<file path="config.mk">
export PLATFORM = sky130hd
export DESIGN_NAME = multicycle_control
export DESIGN_NICKNAME = d
export VERILOG_FILES = /design/src/rtl/multicycle_control.sv
export SDC_FILE = /design/constraint.sdc
export NUM_CORES = 1
export LEC_CHECK = 0
export ABC_AREA = 1
export CORE_MARGIN = 2
export CORE_UTILIZATION = 48
export CTS_BUF_LIST = sky130_fd_sc_hd__clkbuf_4
export CTS_CLUSTER_SIZE = 24
export DETAILED_ROUTE_END_ITERATION = 12
export GPL_TIMING_DRIVEN = 0
export MAX_ROUTING_LAYER = met4
export PLACE_DENSITY = 0.85
export SLEW_MARGIN = 5
export SYNTH_ARGS = -nofsm -noshare
export SYNTH_HDL_FRONTEND = slang
export SYNTH_SLANG_ARGS = --single-unit
</file>
<file path="constraint.sdc">
create_clock -name clk -period 3.63 [get_ports clk]
set_input_delay 0.5445 -clock clk [delete_from_list [all_inputs] [get_ports clk]]
set_output_delay 0.5445 -clock clk [all_outputs]
set_load 0.005 [all_outputs]
</file>
<file path="src/rtl/multicycle_control.sv">
// Multicycle CPU control unit: a Moore FSM that sequences fetch/decode/execute
// per opcode and counts completed instruction fetches.
module multicycle_control #(
  parameter int COUNT_WIDTH = 16
) (
  input  logic                   clk,
  input  logic                   reset,
  input  logic [5:0]             OP,
  input  logic                   MemReady,
  output logic                   PCWrite,
  output logic                   PCWriteCondEQ,
  output logic                   PCWriteCondNE,
  output logic                   IorD,
  output logic                   MemRead,
  output logic                   MemWrite,
  output logic                   IRWrite,
  output logic                   MemtoReg,
  output logic                   RegDst,
  output logic                   RegWrite,
  output logic                   ALUSrcA,
  output logic [1:0]             ALUSrcB,
  output logic [2:0]             ALUOp,
  output logic [1:0]             PCSource,
  output logic                   IllegalOp,
  output logic [COUNT_WIDTH-1:0] InstrCount
);

  localparam logic [5:0] OP_RTYPE = 6'h00;
  localparam logic [5:0] OP_J     = 6'h02;
  localparam logic [5:0] OP_BEQ   = 6'h04;
  localparam logic [5:0] OP_BNE   = 6'h05;
  localparam logic [5:0] OP_ADDI  = 6'h08;
  localparam logic [5:0] OP_ORI   = 6'h0D;
  localparam logic [5:0] OP_LW    = 6'h23;
  localparam logic [5:0] OP_SW    = 6'h2B;

  typedef enum logic [3:0] {
    S_FETCH, S_DECODE, S_MEM_ADDR, S_MEM_RD, S_MEM_WB, S_MEM_WR,
    S_EXEC_R, S_R_WB, S_EXEC_I, S_I_WB, S_BRANCH, S_JUMP
  } state_t;

  state_t                 r_state;
  logic [5:0]             r_op;
  logic [COUNT_WIDTH-1:0] r_count;
  state_t                 w_state;
  logic                   w_op_legal;

  assign InstrCount = r_count;

  always_comb begin
    case (OP)
      OP_RTYPE, OP_J, OP_BEQ, OP_BNE, OP_ADDI, OP_ORI, OP_LW, OP_SW: w_op_legal = 1'b1;
      default: w_op_legal = 1'b0;
    endcase
  end

  always_ff @(posedge clk) begin
    if (!reset) begin
      r_state <= S_FETCH;
      r_op    <= 6'h00;
      r_count <= '0;
    end else begin
      case (r_state)
        S_FETCH: if (MemReady) begin
          r_state <= S_DECODE;
          r_count <= r_count + COUNT_WIDTH'(1);
        end
        S_DECODE: begin
          r_op <= OP;
          case (OP)
            OP_RTYPE:        r_state <= S_EXEC_R;
            OP_ADDI, OP_ORI: r_state <= S_EXEC_I;
            OP_LW, OP_SW:    r_state <= S_MEM_ADDR;
            OP_BEQ, OP_BNE:  r_state <= S_BRANCH;
            OP_J:            r_state <= S_JUMP;
            default:         r_state <= S_FETCH;
          endcase
        end
        S_MEM_ADDR: r_state <= (r_op == OP_LW) ? S_MEM_RD : S_MEM_WR;
        S_MEM_RD:   if (MemReady) r_state <= S_MEM_WB;
        S_MEM_WR:   if (MemReady) r_state <= S_FETCH;
        S_EXEC_R:   r_state <= S_R_WB;
        S_EXEC_I:   r_state <= S_I_WB;
        default:    r_state <= S_FETCH;
      endcase
    end
  end

  // While reset is held low the outputs show FETCH values with every strobe
  // suppressed, regardless of where the state register currently sits.
  assign w_state = reset ? r_state : S_FETCH;

  always_comb begin
    PCWrite       = 1'b0;
    PCWriteCondEQ = 1'b0;
    PCWriteCondNE = 1'b0;
    IorD          = 1'b0;
    MemRead       = 1'b0;
    MemWrite      = 1'b0;
    IRWrite       = 1'b0;
    MemtoReg      = 1'b0;
    RegDst        = 1'b0;
    RegWrite      = 1'b0;
    ALUSrcA       = 1'b0;
    ALUSrcB       = 2'b00;
    ALUOp         = 3'b000;
    PCSource      = 2'b00;
    IllegalOp     = 1'b0;
    case (w_state)
      S_FETCH: begin
        MemRead = reset;
        IRWrite = reset & MemReady;
        PCWrite = reset & MemReady;
        ALUSrcB = 2'b01;
      end
      S_DECODE: begin
        ALUSrcB   = 2'b11;
        IllegalOp = ~w_op_legal;
      end
      S_MEM_ADDR: begin
        ALUSrcA = 1'b1;
        ALUSrcB = 2'b10;
      end
      S_MEM_RD: begin
        MemRead = 1'b1;
        IorD    = 1'b1;
      end
      S_MEM_WB: begin
        MemtoReg = 1'b1;
        RegWrite = 1'b1;
      end
      S_MEM_WR: begin
        MemWrite = 1'b1;
        IorD     = 1'b1;
      end
      S_EXEC_R: begin
        ALUSrcA = 1'b1;
        ALUOp   = 3'b111;
      end
      S_R_WB: begin
        RegDst   = 1'b1;
        RegWrite = 1'b1;
      end
      S_EXEC_I: begin
        ALUSrcA = 1'b1;
        ALUSrcB = 2'b10;
        ALUOp   = (r_op == OP_ORI) ? 3'b101 : 3'b100;
      end
      S_I_WB: RegWrite = 1'b1;
      S_BRANCH: begin
        ALUSrcA       = 1'b1;
        ALUOp         = 3'b001;
        PCSource      = 2'b01;
        PCWriteCondEQ = (r_op == OP_BEQ);
        PCWriteCondNE = (r_op == OP_BNE);
      end
      S_JUMP: begin
        PCWrite  = 1'b1;
        PCSource = 2'b10;
      end
      default: ;
    endcase
  end

endmodule

</file>
==> reports/metrics.yaml, run 1 <==
grt_start_max_net_pins: 15
htree_levels: 1
initial_core_util_pct: 49.8
seq_area_frac_synth_pct: 31.6
wl_per_cell_um: 10.5
cts_resized: 0
area_growth_syn_to_layout_pct: 30.6
setup_viol: 0
synth.avg_cell_area_sq_um: 6.20
crit_chain: "inv_1 > nor2_1 > nand2_1 > nor2_2 > nand3_1 > nor4_1 > clkdlybuf4s50_1"
dr.pass1.iters: 4
die_w_um: 62.6
drtAntennaViolNets: 0
met2_length_um: 2010
p_comb_share_pct: 23.0
finalHoldViolCount: 0
dpl_cell_area_sq_um: 2130
cts_tree: "built"
internal_power_mw: 0.400
maxSlewViolCount: 0
cts.path.max_buffers: 2
cts_root_buf: "clkbuf_4"
netSwitchingFraction_pct: 31.3
power.switching_mw: 0.182
crit_required_ns: 3.09
grt_pass1_wl_um: 6670
worstHoldPathType: "reg2reg"
synthCells: 266
start_kind: "register"
syn_nets: 276
core_sq_um: 3310
wl_um: 3770
numPortBuffers: 42
grt_pass1_vias: 1654
dr.first_iter.drc_count: 56
synth-seq-cells: 26
nets: 323
diodes: 0
cts_buffers: 3
power_frac_seq_pct: 55.0
top_layer: "met4"
cts_setup_buffers: 0
grt_overflow_total: 0
antenna_found_initial: 0
powerDensity_nw_per_um2: 271
via_per_inst: 4.90
dp_hpwl_um: 3050
met1Wirelength_um: 1570
final_cells: 358
post-route-drc-count: 0
clk_pin_slew_worst_paths_ns: 0.15
grtUsageTotal_pct: 21.1
placed_cells: 354
fmax_mhz: 365
crit_buf_inv: 2
power_mw: 0.583
path_class: "reg2out"
yosysWarnings: 0
max_stage_delay_ns: 0.55
ir_drop_uv: 150
cts_sinks: 26
cts-hold-fix-buffers: 0
rsz0062_at_grt: "false"
num_rows: 21
endpoint_kind: "output port"
maxCapViolCount: 0
leakage_nw: 0.899
finalCritPeriodShare_pct: 75.5
status: "finished clean"
finalSetupTns_ns: 0
fin_area_sq_um: 2150
clk_latency_ns: 0.32
synthesis.area_sq_um: 1650
arrival_ns: 2.19
nFillCells: 318
gp_congestion: 0.873
io_pins: 44
r2r_slack_ns: 2.17
die_y_um: 62.6
slew_headroom_pct: 66.7
slowest_stage: "clkdlybuf4s50_1"
cp_top_family: "simple AND/OR/NAND/NOR gates"
die-area_sq_um: 3920
worstPathMaxFanout: 4
wl_met3_um: 112
fin_skew_ns: 0.00900
worstMarginPinSlew_ns: 0.500
vias: 1754
synth.distinct_cells: 28
clockPowerShare_pct: 22.0
period_needed_ns: 2.74
drive_gt1_share_pct: 5.77
==> worst reg2reg max path, cell delays in order, from the launching register on <==
cell     delay, ns
dfxtp_1       0.42
ha_1          0.21
nand3_1       0.08
nor2_1        0.26
nand2_4       0.10
nor2_4        0.11
xnor2_1       0.12
nor2_1        0.05
==> state kept, by name, indices dropped and copies added (netlist names) <==
register	flops
InstrCount	16
r_op	6
r_state	4
==> cells in the mapped netlist, drive strengths merged <==
master  number  area [sq um]
o22ai        1          6.26
nand3b       1          7.51
a22oi        2          15.0
inv         40           153
nand3       20           118
clkbuf       1          3.75
nand2       67           262
nand4        5          31.3
dfxtp       26           521
a21oi       14          70.1
buf          3          13.8
xnor2        1          8.76
xor2         5          43.8
ha           1          12.5
o21ai        7          35.0
o21bai       2          15.0
nor4         2          12.5
nor2        62           292
nor3         6          30.0
==> per-layer routing <==
metal	vias to the layer above	GRT usage, %
met1	789	21.2
li1	923	-
met4	0	7.50
met3	8	2.16
met2	34	41.5
met5	-	-
==> logic make-up (layout without fill, tap and decap cells) <==
| kind of cell | count (synthesis) | after routing | synth area share [%] |
|---|---|---|---|
| AO/OA/AOI/OAI | 26 | 26 | 8.57 |
| AND/OR/NAND/NOR | 163 | 163 | 45.6 |
| flip-flops | 26 | 26 | 31.6 |
| XOR/XNOR | 6 | 6 | 3.19 |
| buffers and inverters | 44 | 90 | 10.3 |
| adder cells (fa/ha/maj) | 1 | 1 | 0.759 |
==> worst paths after layout <==
path,startpoint,cells after the start,end
max,r_state[3],7,PCWriteCondEQ
min,r_op[4],2,r_op[4]
max reg2reg,InstrCount[0],7,InstrCount[8]
min reg2reg,r_op[4],2,r_op[4]
==> power groups by stage <==
stage / Combinational (mW) / Sequential (mW) / Clock, mW
after global routing: 0.153 / 0.324 / 0.146
after CTS: 0.136 / 0.320 / 0.132
after floorplan: 0.0867 / 0.323 / 0
after global placement: 0.133 / 0.326 / 0
after detailed placement: 0.135 / 0.327 / 0
final: 0.134 / 0.320 / 0.128
==> cell type report <==
| class | count | area, sq um | share of cell area (%) |
|---|---|---|---|
| multi-input cells | 196 | 958 | 44.5 |
| flip-flops and latches | 26 | 520 | 24.2 |
| repair buffers | 42 | 420 | 19.5 |
| inverters | 40 | 153 | 7.09 |
| well taps | 46 | 57.6 | 2.67 |
| clock buffers | 3 | 22.5 | 1.05 |
| plain buffers | 4 | 17.5 | 0.813 |
| clock inverters | 1 | 3.75 | 0.174 |
==> per-stage QoR <==
step	util, %	hold slack, ns	worst slack (ns)
floorplan	-	0.444	1.73
global placement	64.2	0.461	0.926
detailed placement	64.2	0.464	0.915
CTS	65.0	0.483	0.896
global route	65.0	0.513	0.717
finish	65.0	0.483	0.891
==> layout by cell type, fill, tap and decap left out, types with 6 or more instances in the layout <==
cell / Yosys / routed
nand3_1: 18 / 18
inv_1: 39 / 39
o21ai_0: 7 / 7
nand2_1: 65 / 65
dfxtp_1: 26 / 26
nor3_1: 6 / 6
nor2_1: 54 / 54
clkdlybuf4s50_1: 0 / 42
a21oi_1: 14 / 14
Note: power is estimated with default switching activity, not from simulation.
==> run 2, diff against run 1 <==
- clock period: 3.63 -> 2.85 ns (I/O delays scaled with it)
==> results of run 2 <==
The final DEF is identical to that of run 1. Status: finished clean.
Among the figures that moved: setup slack after placement 0.915 ns -> 0.369 ns; setup slack after layout 0.891 ns -> 0.228 ns; hold slack 0.483 ns -> 0.396 ns; register-to-register setup slack 2.17 ns -> 1.39 ns; end point of the worst hold path r_op[4] -> r_op[5]; total power 0.583 mW -> 0.742 mW; worst IR drop on VDD 150 uV -> 191 uV
==> run 3, diff against run 2 <==
- CORE_MARGIN: 2 -> default
- CTS_BUF_LIST: sky130_fd_sc_hd__clkbuf_4 -> default
- HOLD_SLACK_MARGIN: default -> 0.12
==> run 3 against run 2 <==
Net effect:
- die area fell by 6.3%
- sequential share of layout area fell by 0.26 points
- first-iteration DRC count rose by 5.4%
- final area rose by 1.1%
- total power rose by 14%
- via count fell by 0.17%
- largest cell class unchanged
==> reports/metrics.yaml, run 3 (synthesis results as in run 1) <==
area_growth_syn_to_layout_pct: 32.0
gp_congestion: 0.905
setup_viol: 0
cts_setup_buffers: 0
rr_endpoint: "InstrCount[8]"
fmax_mhz: 386
finalSetupTns_ns: 0
leakage_nw: 0.911
grt_pass1_vias: 1538
path_class: "reg2out"
dr.first_iter.drc_count: 59
clockPowerShare_pct: 31.0
setup_ws_ns: 0.262
grt_start_max_net_pins: 16
power.switching_mw: 0.245
dpl_cell_area_sq_um: 2120
die-area_sq_um: 3670
num_rows: 20
final_cell_mix: "nand2_1, nor2_1, clkdlybuf4s50_1, inv_1, dfxtp_1"
worstMarginPinSlew_ns: 0.515
grt_pass1_wl_um: 6490
finalHoldViolCount: 0
cts.path.max_buffers: 2
period_needed_ns: 2.59
r2r_slack_ns: 1.36
wl_um: 3950
use_met2_pct: 38.1
diodes: 0
powerDensity_nw_per_um2: 389
clk_latency_ns: 0.34
ir_drop_uv: 286
slowest_stage: "clkdlybuf4s50_1"
p_comb_share_pct: 20.8
maxCapViolCount: 0
cts-hold-fix-buffers: 0
start_kind: "register"
grtUsageTotal_pct: 24.2
top_usage_layer: "met2"
largest_reg_flops: 16
fin_skew_ns: 0.0125
cts_root_buf: "clkbuf_4"
die_w_um: 60.6
slew_headroom_pct: 65.6
cts_resized: 0
pre_cts_slack_ns: 0.356
worstSetupStartpoint: "r_state[0]"
antenna_found_initial: 0
endpoint_kind: "output port"
grtUsageMet3_pct: 2.56
worstHoldPathType: "in2reg"
htree_levels: 1
grt_overflow_total: 0
die_y_um: 60.6
initial_core_util_pct: 52.3
cts_tree: "built"
internal_power_mw: 0.601
crit_buf_inv: 3
power_frac_seq_pct: 48.2
endpoint: "IllegalOp"
via_per_inst: 4.92
mostFrequentLayoutCell: "nand2_1"
max_stage_delay_ns: 0.53
cts_sinks: 26
io_pins: 44
fin_hold_ws_ns: 0.396
crit_chain: "inv_1 > nor2_1 > inv_1 > nor2_1 > nand2_1 > nor3_1 > clkdlybuf4s50_1"
crit_required_ns: 2.42
nFillCells: 291
status: "finished clean"
cts_buffers: 3
netSwitchingFraction_pct: 29.0
drtAntennaViolNets: 0
nets: 323
finalCritPeriodShare_pct: 90.8
core_sq_um: 3150
cp.depth: 7
dr.pass1.iters: 4
r2r-start: "InstrCount[0]"
dp_hpwl_um: 3000
rsz0062_at_grt: "false"
wl_per_cell_um: 11.1
maxSlewViolCount: 0
drive_gt1_share_pct: 6.09
worstPathMaxFanout: 5
clk_pin_slew_worst_paths_ns: 0.14
post-route-drc-count: 0
cp_top_family: "buffers and inverters"
vias: 1751
fin_area_sq_um: 2180
arrival_ns: 2.16
r2r_cells: 7
numPortBuffers: 42
met1_usage_pct: 32.4
-- run 3: changes by cell type in the layout (fill, tap and decap cells not counted) --
cell       previous run  this run
bufinv_16             0         1
clkinv_1              1         0
-- run 3: layout make-up --
type	instances	area [sq um]	area share, %
flip-flops and latches	26	520	23.9
clock inverters	1	30.0	1.38
clock buffers	3	22.5	1.03
plain buffers	4	17.5	0.805
well taps	44	55.1	2.53
multi-input cells	196	958	44.0
inverters	40	153	7.01
repair buffers	42	420	19.3
-- run 3: per-layer routing --
layer  vias up  share of wire [%]
li1        930                  -
met1       772                 49
met2        45                 44
met3         4                5.4
met4         0                1.2
met5         -                  0
-- run 3: worst min path at each step --
stage | startpoint | endpoint | cells after the start
floorplan | r_op[5] | r_op[5] | 2
global placement | r_op[4] | r_op[4] | 2
detailed placement | r_op[5] | r_op[5] | 2
CTS | reset | r_op[5] | 3
global route | reset | r_op[0] | 3
finish | reset | r_op[5] | 3
-- run 3: per-stage QoR --
| stage | std cells | power, mW | util, % |
|---|---|---|---|
| 4_1_cts | 356 | 0.848 | 69.0 |
| 6_report | 356 | 0.847 | 69.0 |
| 2_1_floorplan | 266 | 0.522 | - |
| 3_3_place_gp | 352 | 0.583 | 67.4 |
| 3_5_place_dp | 352 | 0.588 | 67.4 |
| 5_1_grt | 356 | 0.890 | 69.0 |
-- run 3: worst register-to-register path: cells and delay by family (launching register included) --
| family | cells | cell delay, ns |
|---|---|---|
| adders and majority gates | 1 | 0.21 |
| xor gates and xnor gates | 1 | 0.13 |
| DFF | 1 | 0.43 |
| and+or+nand+nor | 5 | 0.62 |
-- run 3: power by group through the flow --
stage	logic, mW	clock network, mW	registers, mW
detailed placement	0.172	0	0.416
floorplan	0.110	0	0.412
global route	0.199	0.279	0.412
CTS	0.174	0.266	0.408
global placement	0.169	0	0.414
finish	0.176	0.262	0.408
==> RTL change 1, RTL diff (settings of run 2) <==
`COUNT_WIDTH`: 16 -> 32.
--- a/src/rtl/multicycle_control.sv
+++ b/src/rtl/multicycle_control.sv
@@ -2,5 +2,5 @@
 // per opcode and counts completed instruction fetches.
 module multicycle_control #(
-  parameter int COUNT_WIDTH = 16
+  parameter int COUNT_WIDTH = 32
 ) (
   input  logic                   clk,
Ports: changed (resized InstrCount); port bits go from 44 to 60. The function was not compared with the original's and may differ.
==> RTL change 1 against run 2 <==
Global-route usage rose by 4.0 points. Wire length rose by 90%. Fmax fell by 1.4%. Core utilization rose by 0.10 points. Cell count rose by 54%. Sequential power rose by 53%. Worst setup slack got worse by 0.037 ns. Critical path type unchanged. Power rose by 61%. Largest power group unchanged. Combinational power fell by 4%. Synthesized area rose by 57%. Sequential cell count rose by 16. Cell area rose by 55%.
==> RTL change 1: results (changes against run 2) <==
* Result of the run: complete, no violations
* Worst ir drop on vdd at 0.000284 V (+49%)
* Tightest Hold Check Type: reg -> reg
* Layout cell share with drive strength beyond 1 at 0.0663 (+0.00856)
* Insertion delay of the later-clocked pin in the worst-skew pair at 0.37 ns (+0.05 ns)
* Placed standard-cell area at 3270 um^2 (+54%)
* Min-Delay Path Depth at 2 (-1)
* Cell depth of the worst flop-to-flop path at 10 (+3)
* Setup slack, reg-to-reg at 1.08 ns (-0.31 ns)
* Max FFs per register at 32 (+16)
* Reg2Reg Capture Point: InstrCount[24]
* Post-synthesis net count at 427 (+55%)
* Root buf cell: sky130_fd_sc_hd__clkbuf_4
* Via count of the first global-routing pass at 2601 (+57%)
* Wirelength, routed at 7150 um (+90%)
* Crit path max fanout at 4 (unchanged)
* Min-Delay Endpoint: InstrCount[10]
* Global-route wire length before repair at 11900 um (+79%)
* Cell family with the largest share of critical-path delay: simple AND/OR/NAND/NOR gates
* Number of post-CTS setup repair buffers at 0 (unchanged)
* Post-synthesis sequential area ratio at 0.325 (+0.00932)
* Slew at the pin closest to its max-slew limit at 0.553 ns (+0.0528 ns)
* Yosys warnings at 0 (unchanged)
* TritonRoute pass-1 iters at 5 (+1)
* Setup clock skew after layout at 0.0161 ns (+0.00709 ns)
* Cell types with the highest counts after synthesis: sky130_fd_sc_hd__nand2_1, sky130_fd_sc_hd__nor2_1, sky130_fd_sc_hd__inv_1
* Global router's overall resource usage at 0.251 (+0.0404)
* GPL Wtd Cong at 0.918 (+5.1%)
* Data arrival time of the worst path at 2.23 ns (+0.04 ns)
* Pre-CTS worst setup slack at -0.101 ns (-0.471 ns)
* Half-perimeter wire length after placement at 5450 um (+78%)
* Start point of the worst min-delay path: InstrCount[10]
* Startpoint of the worst register-to-register path: InstrCount[0]
* Via-per-instance ratio at 5.23 (+6.7%)
* Pin count of the biggest net entering global routing at 13 (-2)
* Total CTS buffers at 5 (+2)
* Clk pin slew, worst setup/hold paths at 0.11 ns (-0.04 ns)
* Nets at 492 (+52%)
* Leakage component of the power at 1.31 nW (+45%)
* Number of diodes at 0 (unchanged)
* Final cycle utilization of the critical path at 0.933 (+0.0131)
* Quantity of I/O buffers inserted on ports at 59 (+40%)
* DRC violation total after the first TritonRoute iteration at 239 (+330%)
* Main area contributors after synthesis: sky130_fd_sc_hd__dfxtp_1, sky130_fd_sc_hd__nand2_1, sky130_fd_sc_hd__nor2_1
* Fill cell total of the finished layout at 501 (+58%)
* Number of unique standard cell types used by synthesis at 31 (+11%)
* Antenna violations before repair at 0 (unchanged)
* H-tree levels at 2 (+1)
RTL change 1: final cells by class:
| cell class | instances | share of cell area |
|---|---|---|
| Multi-Input combinational cell | 312 | 0.448 |
| Sequential cell | 42 | 0.251 |
| Timing Repair Buffer | 59 | 0.177 |
| Inverter | 56 | 0.0628 |
| Tap cell | 70 | 0.0262 |
| Clock buffer | 7 | 0.0157 |
| Buffer | 6 | 0.0101 |
| Clock inverter | 1 | 0.00897 |
RTL change 1: routing by layer:
| layer | vias up | share of wire | GRT usage |
|---|---|---|---|
| met5 | - | 0 | - |
| met4 | 0 | 0.022 | 0.0875 |
| met3 | 16 | 0.067 | 0.0407 |
| met2 | 113 | 0.46 | 0.398 |
| met1 | 1309 | 0.45 | 0.325 |
| li1 | 1453 | - | - |
RTL change 1: kinds of logic (layout without fill, tap and decap cells):
family | count (synthesis) | in the layout | synth area share
AND/OR/NAND/NOR | 259 | 259 | 0.460
AO/OA/AOI/OAI | 47 | 47 | 0.0982
XOR/XNOR | 5 | 5 | 0.0169
adder cells (fa/ha/maj) | 1 | 1 | 0.00483
buffers and inverters | 63 | 129 | 0.0953
flip-flops | 42 | 42 | 0.325
RTL change 1: per-stage QoR:
stage | util | instances | hold slack [ns]
finish | 0.651 | 553 | 0.502
global route | 0.651 | 553 | 0.535
CTS | 0.651 | 553 | 0.508
detailed placement | 0.635 | 546 | 0.488
global placement | 0.635 | 546 | 0.482
floorplan | - | 417 | 0.462
RTL change 1: worst max-delay path by stage:
stage,from,cells after the start,to
after global routing,r_state[3],7,ALUOp[0]
after floorplan,reset,5,ALUOp[0]
after CTS,reset,6,ALUOp[0]
final,r_state[3],7,ALUOp[0]
after detailed placement,reset,7,ALUOp[0]
after global placement,reset,7,ALUOp[0]
RTL change 1: timing repair:
item	in CTS	in global routing
endpoints found under the setup margin	1	3
gates resized for setup	0	3
pin swaps	0	0
RTL change 1: where the power goes:
part           internal, mW  total, mW  switching (mW)
clock network         0.205      0.403           0.198
registers             0.605      0.624          0.0194
logic                0.0674      0.165          0.0977
total                 0.877       1.19           0.315
RTL change 1: worst register-to-register path, stage by stage, from the launching register on:
cell and delay, ns:
sky130_fd_sc_hd__dfxtp_1 0.44, sky130_fd_sc_hd__ha_1 0.24, sky130_fd_sc_hd__nand2_1 0.10, sky130_fd_sc_hd__nor2_2 0.11, sky130_fd_sc_hd__nand2_1 0.13, sky130_fd_sc_hd__nor2_4 0.17
sky130_fd_sc_hd__nand2_2 0.10, sky130_fd_sc_hd__nor2_4 0.14, sky130_fd_sc_hd__nand2_1 0.09, sky130_fd_sc_hd__nor2_1 0.10, sky130_fd_sc_hd__nor2_1 0.05
==> RTL change 2, RTL diff (config.mk and constraints of run 2) <==
Made on the original files. Put one more register stage on the output `InstrCount`. The value now appears one clock later. The other outputs are not delayed to match.
--- a/src/rtl/multicycle_control.sv
+++ b/src/rtl/multicycle_control.sv
@@ -46,5 +46,7 @@
   logic                   w_op_legal;
 
-  assign InstrCount = r_count;
+  always_ff @(posedge clk) begin
+    InstrCount <= r_count;
+  end
 
   always_comb begin
Check against the original RTL: not equivalent (Yosys sat finds a counterexample within 4 cycles, from zero or initial values and one cycle with reset low).
==> RTL change 2 against run 2 <==
Fmax fell by 0.32%. Sequential share of layout area increased by 9.6 points. Sequential cell count up 16. Worst setup slack worse by 0.0084 ns. Synthesized area increased by 17%. Wire length rose by 14%. Cell area is 16% higher. Cell count grew 7.5%. Via count increased by 11%. Power rose by 54%.
==> RTL change 2: results (changes against run 2) <==
* Flop pwr share at 0.546 (-0.004)
* Cell family with the largest share of critical-path delay: buffers and inverters
* Nets at 344 (+6.5%)
* Met1 routing resource usage after global routing at 0.235 (+0.0229)
* Global router's overall resource usage at 0.215 (+0.00453)
* Cell depth of the worst flop-to-flop path at 8 (+1)
* H-tree levels at 2 (+1)
* Switching share of total power at 0.252 (-0.0604)
* Routed length on met2 at 2190 um (+9.2%)
* Slew at the pin closest to its max-slew limit at 0.433 ns (-0.0671 ns)
* Cell count after placement at 377 (+6.5%)
* Smallest hold slack at 0.365 ns (-0.0314 ns)
* Total CTS buffers at 5 (+2)
* DRC violation total after the first TritonRoute iteration at 143 (+160%)
* Result of the run: complete, no violations
* Global-route wire length before repair at 7220 um (+8.2%)
* Met1 wire length at 1880 um (+20%)
* Post-Synth Adder-Cell Area at 0.00650 (-0.00109)
* Tightest Hold Check Type: reg -> reg
* GR Layer Usage met2 at 0.382 (-0.0329)
* Seq power at 0.624 mW (+53%)
* Placed standard-cell area at 2410 um^2 (+13%)
* Reg2Reg Capture Point: r_count[12]
* Met3 GRT Util at 0.0383 (+0.0167)
* Startpoint of the worst register-to-register path: r_count[1]
* Via count of the first global-routing pass at 1747 (+5.6%)
* Leakage component of the power at 0.994 nW (+11%)
* Fraction of synthesized cell area in xor and xnor cells at 0.00455 (-0.0273)
* Post-synthesis sequential area ratio at 0.437 (+0.121)
* Main area contributors after synthesis: sky130_fd_sc_hd__dfxtp_1, sky130_fd_sc_hd__nand2_1, sky130_fd_sc_hd__nor2_1
* Worst ir drop on vdd at 0.000262 V (+37%)
* Min-Delay Path Depth at 0 (-3)
* Post-synthesis net count at 295 (+6.9%)
* Pin count of the biggest net entering global routing at 15 (unchanged)
* Cell types with the highest counts after synthesis: sky130_fd_sc_hd__nand2_1, sky130_fd_sc_hd__nor2_1, sky130_fd_sc_hd__dfxtp_1
* Fill cell total of the finished layout at 362 (+14%)
* Pre-CTS worst setup slack at 0.265 ns (-0.104 ns)
* Average routed wire per standard cell at 11.2 um (+6.3%)
* Routed wire length on met3 at 205 um (+83%)
* Power in combinational cells at 0.142 mW (-17%)
* Insertion delay of the later-clocked pin in the worst-skew pair at 0.34 ns (+0.02 ns)
* Sequential cell area in the final layout at 841 um^2 (+62%)
RTL change 2: changes by cell type after synthesis, sizes merged, moves of 4 or more:
cell and delta:
dfxtp +16, nand2 -5, nor2 -6, nor3 +5, o21ai +9, xor2 -4
RTL change 2: cell type report:
class | instances | area share
inverter | 42 | 0.0633
buffer | 5 | 0.0101
sequential | 42 | 0.338
clock buffer | 5 | 0.0151
clock inverter | 3 | 0.0176
multi-input combinational | 196 | 0.362
timing repair buffer | 42 | 0.169
tap | 50 | 0.0251
RTL change 2: worst max-delay path by stage:
stage | from | end | slack (ns) | cells after the start
6_report | OP[2] | IllegalOp | 0.22 | 7
5_1_grt | OP[2] | IllegalOp | 0.09 | 7
4_1_cts | OP[2] | IllegalOp | 0.24 | 7
3_5_place_dp | OP[2] | IllegalOp | 0.27 | 7
3_3_place_gp | OP[2] | IllegalOp | 0.25 | 7
2_1_floorplan | reset | ALUOp[0] | 1.16 | 7
